## src/rtl/hazard_stall_ctrl.sv

```systemverilog
// hazard_stall_ctrl: pipeline stall/flush/halt sequencer for the 5-stage core (optional counters: STALL_CNT_EN)
module hazard_stall_ctrl #(
  parameter int MAX_STALL = 3,
  parameter int CNT_W     = 32
) (
  input  logic             clk,
  input  logic             rst_n,
  input  logic             conflict,
  input  logic             redirect,
  input  logic             halt_req,
  input  logic             go,
  output logic             pc_en,
  output logic             if_id_en,
  output logic             if_id_clr,
  output logic             id_ex_clr,
  output logic             halted,
  output logic             stall_err,
  output logic [CNT_W-1:0] stall_cycles,
  output logic [CNT_W-1:0] flush_count
);
  typedef enum logic [1:0] {RUN, STALL, HALT} state_t;
  localparam int LW = $clog2(MAX_STALL + 2);
  localparam logic [LW-1:0] LEN_SAT = LW'(MAX_STALL + 1);
  state_t state, next;
  logic [LW-1:0] len, len_next;
  logic err;
  // state, stall length and sticky runaway flag
  always_ff @(posedge clk or negedge rst_n) begin
    if (!rst_n) begin
      state <= RUN;
      len   <= '0;
      err   <= 1'b0;
    end else begin
      state <= next;
      len   <= len_next;
      err   <= err | (len_next > LW'(MAX_STALL));
    end
  end
  // next state: HALT waits for go; otherwise halt_req > redirect > conflict
  always_comb begin
    next     = RUN;
    len_next = '0;
    if (state == HALT) next = go ? RUN : HALT;
    else if (halt_req) next = HALT;
    else if (redirect) next = RUN;
    else if (conflict) begin
      next     = STALL;
      len_next = (len == LEN_SAT) ? len : len + 1'b1;
    end
  end
  // outputs decode combinationally; reset forces the free-running values
  always_comb begin
    pc_en     = 1'b1;
    if_id_en  = 1'b1;
    if_id_clr = 1'b0;
    id_ex_clr = 1'b0;
    if (!rst_n) begin
      pc_en = 1'b1;
    end else if (state == HALT || halt_req || (!redirect && conflict)) begin
      pc_en     = 1'b0;
      if_id_en  = 1'b0;
      id_ex_clr = 1'b1;
    end else if (redirect) begin
      if_id_clr = 1'b1;
      id_ex_clr = 1'b1;
    end
  end
  assign halted    = rst_n && state == HALT;
  assign stall_err = err;
`ifdef STALL_CNT_EN
  logic [CNT_W-1:0] stall_q, flush_q;
  // performance counters: stalled cycles outside HALT and honoured redirects
  always_ff @(posedge clk or negedge rst_n) begin
    if (!rst_n) begin
      stall_q <= '0;
      flush_q <= '0;
    end else begin
      if (state != HALT && !pc_en) stall_q <= stall_q + 1'b1;
      if (if_id_clr) flush_q <= flush_q + 1'b1;
    end
  end
  assign stall_cycles = stall_q;
  assign flush_count  = flush_q;
`else
  assign stall_cycles = '0;
  assign flush_count  = '0;
`endif
endmodule
```

## config.mk

```make
export PLATFORM = sky130hd
export DESIGN_NAME = hazard_stall_ctrl
export DESIGN_NICKNAME = d
export VERILOG_FILES = /design/src/rtl/hazard_stall_ctrl.sv
export SDC_FILE = /design/constraint.sdc
export NUM_CORES = 1
export LEC_CHECK = 0
export ABC_CLOCK_PERIOD_IN_PS = 1180
export CORE_ASPECT_RATIO = 1.1
export CORE_MARGIN = 2
export CORE_UTILIZATION = 27
export CTS_BUF_LIST = sky130_fd_sc_hd__clkbuf_16
export CTS_CLUSTER_DIAMETER = 40
export DETAILED_ROUTE_END_ITERATION = 16
export MAX_ROUTING_LAYER = met4
export PLACE_DENSITY = 0.78
export SYNTH_ARGS = -nofsm -noshare
export SYNTH_HDL_FRONTEND = slang
export SYNTH_SLANG_ARGS = --single-unit
```

## constraint.sdc

```tcl
create_clock -name clk -period 1.18 [get_ports clk]
set_clock_uncertainty 0.2 [all_clocks]
set_input_delay 0.236 -clock clk [delete_from_list [all_inputs] [get_ports clk]]
set_output_delay 0.236 -clock clk [all_outputs]
set_load 0.05 [all_outputs]
```

# == After elaboration in Yosys (flattened, before gate mapping) ==
# Cells that the tools add are included.
# Widths: inputs -> output; s select.
# classes
bitwise_logic,1
muxes,17
magnitude_cmp,1
n_reduce_logical,5
eq_ne,2
add_sub_neg,1
# ops
op,count
$mux 3,5
$mux 1,9
$mux 2,3
$add 3x1->3 const B,1
$eq 3x3->1 const B,1
$gt 3x2->1 const B,1
$eq 2x2->1 const B,1
$logic_and 1x1->1,2
$logic_or 1x1->1,2
$logic_not 1->1,1
$or 1x1->1,1
# totals
input_bits,6
output_inout_bits,70
wordCells,30
regBits,6

# == Longest topological paths before layout ==
# logic_depth
word_depth,8
ltp_mapped,5

# == Least setup slack after synthesis ==
# No wires, ideal clock.
# synth_path
kind,register to output
from,reg state[1]
to,out pc_en
setup_slack_ps,-863
required_time_ps,744
path_buffers,1
arrival_ps,1607
stages_incl_launch_ff,5
path_cell_list,dfrtp_1 -> nand2b_1 -> nand2_1 -> o21ai_1 -> buf_4
# synth_via
elab_chain_len,5
# synth_rtl
item,line_no,rtl
from (decl),24,"state_t state, next;"
from (signal assigned),34,state <= next;
$eq 2x2->1,59,end else if (state == HALT || halt_req || (!redirect && conflict)) begin
$logic_or 1x1->1 (2 in series),59,
$mux 1 (2 in series),n/a,
to (decl),12,"output logic pc_en,"
# Every way passes these cells.

# == Worst setup path in the final report ==
# layout_path
from,reg state[1]
to,out if_id_clr
# layout_via
elab_chain_len,5
# layout_rtl
item,line_no,rtl
$eq 2x2->1,59,
$logic_or 1x1->1 (2 in series),59,
$mux 1,59,
$mux 1,57,if (!rst_n) begin
to (decl),14,"output logic if_id_clr,"
# Every way passes these cells.

==> summary.txt <==
CTS tree = done
Drt initial violations = 6
Flop pwr share = 15.3%
Congestion Overflow GR = 0
Fin nets = 128
Endpoint type of the worst setup path = primary output
Path depth of the worst reg2reg path = 5
PwrDens = 1510 mW/mm^2
Met1 Track Usage GR = 4.70%
Seq/Total Area, Yosys = 18.5%
Met2 Usage GRT = 9.41%
Crit-path slowest cell = dfrtp_1
Vias in the first global route = 316
Hold crit path type = in -> async
FF+latch count, synth = 6
Cell count after synthesis = 99
Synth unique cells = 21
Worst-path clk slew = 30 ps
Worst hold margin = 54.2 ps
Clock sinks = 6
CP arrival = 1230 ps
Vias per cell = 3.08
Post-Syn Area = 810 sq um
Number of diodes = 0
Final ANT Viol Nets = 0
Leakage power = 0.532 nW
Crit-path max FO = 3
CTS HTree Levels = 1
Yosys top cell area share = 60.3%
Fmax = 600 MHz
Gr usage total = 5.67%
Die Y = 61.4 um
Syn-to-layout area delta = 18.2%
Crit path max-delay family = simple AND/OR/NAND/NOR gates
Drt drc = 0
Power share of the clock group = 36.8%
I/O pins = 76
Via count = 465
Pre-antenna DRT Iters = 4
First-pass GRT wire length = 1320 um
Max Cap Violations = 0
Slew Limit Fails = 0
Clock latency on the worst-skew pair = 220 ps
Grt met3 use = 4.20%
Cell chain of the critical path = nor2b_1, nor2_1, and3_4, buf_12
Num CTS Buffers = 3
CTS Root Cell = clkbuf_16
Die X = 56.2 um
CORE AREA = 0.00280 sq mm
CTS Hold Bufs = 0
Final Hold Fails = 0
Switching Share = 46.4%
Initial antenna violation count = 0
Logic gate share of total power = 47.9%
Syn avg cell area = 8.18 sq um
CP required = 740 ps
Post-Place Worst Slack = -546 ps
Net Switching = 670 uW
Slowest Stage Delay on Critical Path = 360 ps
Buf+Inv Stages, Crit Path = 1
Status = finished, violations left
Die Area = 0.00345 sq mm
Fin crit period = 1670 ps
# rows = 20
Largest net degree at the start of global routing = 7
Ratio of cells with drive above 1 in the final layout = 26.3%
Reg-to-reg slack, setup = -110 ps
Setup TNS Final = -2330 ps
Final Cycle Share = 141%
Synth area leaders = buf_4 (60%), dfrtp_1 (19%), ha_1 (3.1%), inv_1 (1.9%), nand2_1 (1.4%)
# port buffers = 11
Synth warn = 0
Busiest grt layer = met2
Setup WS post-layout = -486 ps
Failing checks = negative setup slack
Clock buffer depth = 2
Cell taking the most area after synthesis = buf_4
Internal = 774 uW
Setup violators final = 9
Starting Density = 28.9%
Drt total wl = 1060 um
Final RePlAce weighted congestion = 0.723
Reg2reg end = state[1]$_DFF_PN0_
Routed wire length per instance = 7.01 um
RSZ-0062 raised after global routing = yes
R2R Path Start = state[0]$_DFF_PN0_
Dpl hpwl = 922 um
CP Launch Type = flip-flop
Worst vdd ir = 1270 uV
CP Class = reg -> out
-- cell families after synthesis --
| logic type | share of synthesized area, % |
|---|---|
| buffers and inverters | 62.1 |
| AND/OR/NAND/NOR | 9.74 |
| XOR/XNOR | 1.08 |
| adder cells (fa/ha/maj) | 3.09 |
| AO/OA/AOI/OAI | 4.94 |
| other | 0.463 |
| flip-flops | 18.5 |
-- sequential cells by signal, indices dropped and copies added, names as in the netlist --
register / flops
stall_err: 1
len: 3
state: 2
-- how the worst max path moves through the flow --
| stage | startpoint | to | slack [ps] | cells after the start |
|---|---|---|---|---|
| global route | state[1]$_DFF_PN0_ | if_id_clr | -540 | 4 |
| CTS | state[1]$_DFF_PN0_ | id_ex_clr | -490 | 4 |
| finish | state[1]$_DFF_PN0_ | if_id_clr | -490 | 4 |
| global placement | halt_req | id_ex_clr | -540 | 5 |
| detailed placement | halt_req | id_ex_clr | -550 | 5 |
| floorplan | state[1]$_DFF_PN0_ | pc_en | -350 | 4 |
-- Yosys cell counts (all sizes together) --
cell type,n
xnor2,1
a21oi,2
dfrtp,6
o31a,1
o21ai,2
and3,1
conb,1
nand3,2
nand2b,1
and2,1
buf,65
nand3b,1
nor2,3
ha,2
nand2,3
nor2b,2
inv,4
o21bai,1
-- stage by stage --
stage / cells / util [%] / instance area, sq um / power [mW]
after CTS: 150 / 33.0 / 926 / 1.45
final: 151 / 34.2 / 957 / 1.44
after floorplan: 162 / - / 1080 / 0.947
after global routing: 151 / 34.2 / 957 / 1.51
after global placement: 147 / 30.1 / 843 / 0.894
after detailed placement: 147 / 30.1 / 843 / 0.899
-- layer usage --
| metal | vias up | part of all wire (%) | routed length [um] |
|---|---|---|---|
| li1 | 214 | - | - |
| met1 | 203 | 29 | 307 |
| met2 | 46 | 53 | 557 |
| met3 | 2 | 17 | 182 |
| met4 | 0 | 1.0 | 11 |
| met5 | - | 0 | 0 |
-- what timing repair did --
action | in CTS | in global routing
resized for setup | 7 | 6
setup buffers | 0 | 1
endpoints found under the setup margin | 11 | 12
pin swaps | 2 | 4
-- layout make-up --
type / instances / area [sq um]
multi-input cells: 87 / 458
clock buffers: 3 / 75.1
inverters: 4 / 15.0
fillers: 305 / 1850
flip-flops and latches: 6 / 150
well taps: 33 / 41.3
repair buffers: 18 / 218
-- layout by cell type, fill, tap and decap left out, types with 2 or more instances in the layout --
cell,n
dfrtp_1,6
conb_1,64
buf_12,6
dlygate4sd2_1,4
inv_2,3
nand2_2,2
buf_4,7
nor2_1,3
clkbuf_16,3
-- power by group through the flow --
stage	Combinational, mW	Sequential [mW]	Clock (mW)
5_1_grt	0.720	0.222	0.565
2_1_floorplan	0.724	0.223	0
6_report	0.692	0.221	0.531
3_3_place_gp	0.671	0.223	0
4_1_cts	0.678	0.221	0.546
3_5_place_dp	0.675	0.223	0
Note: power is estimated with default switching activity, not from simulation.
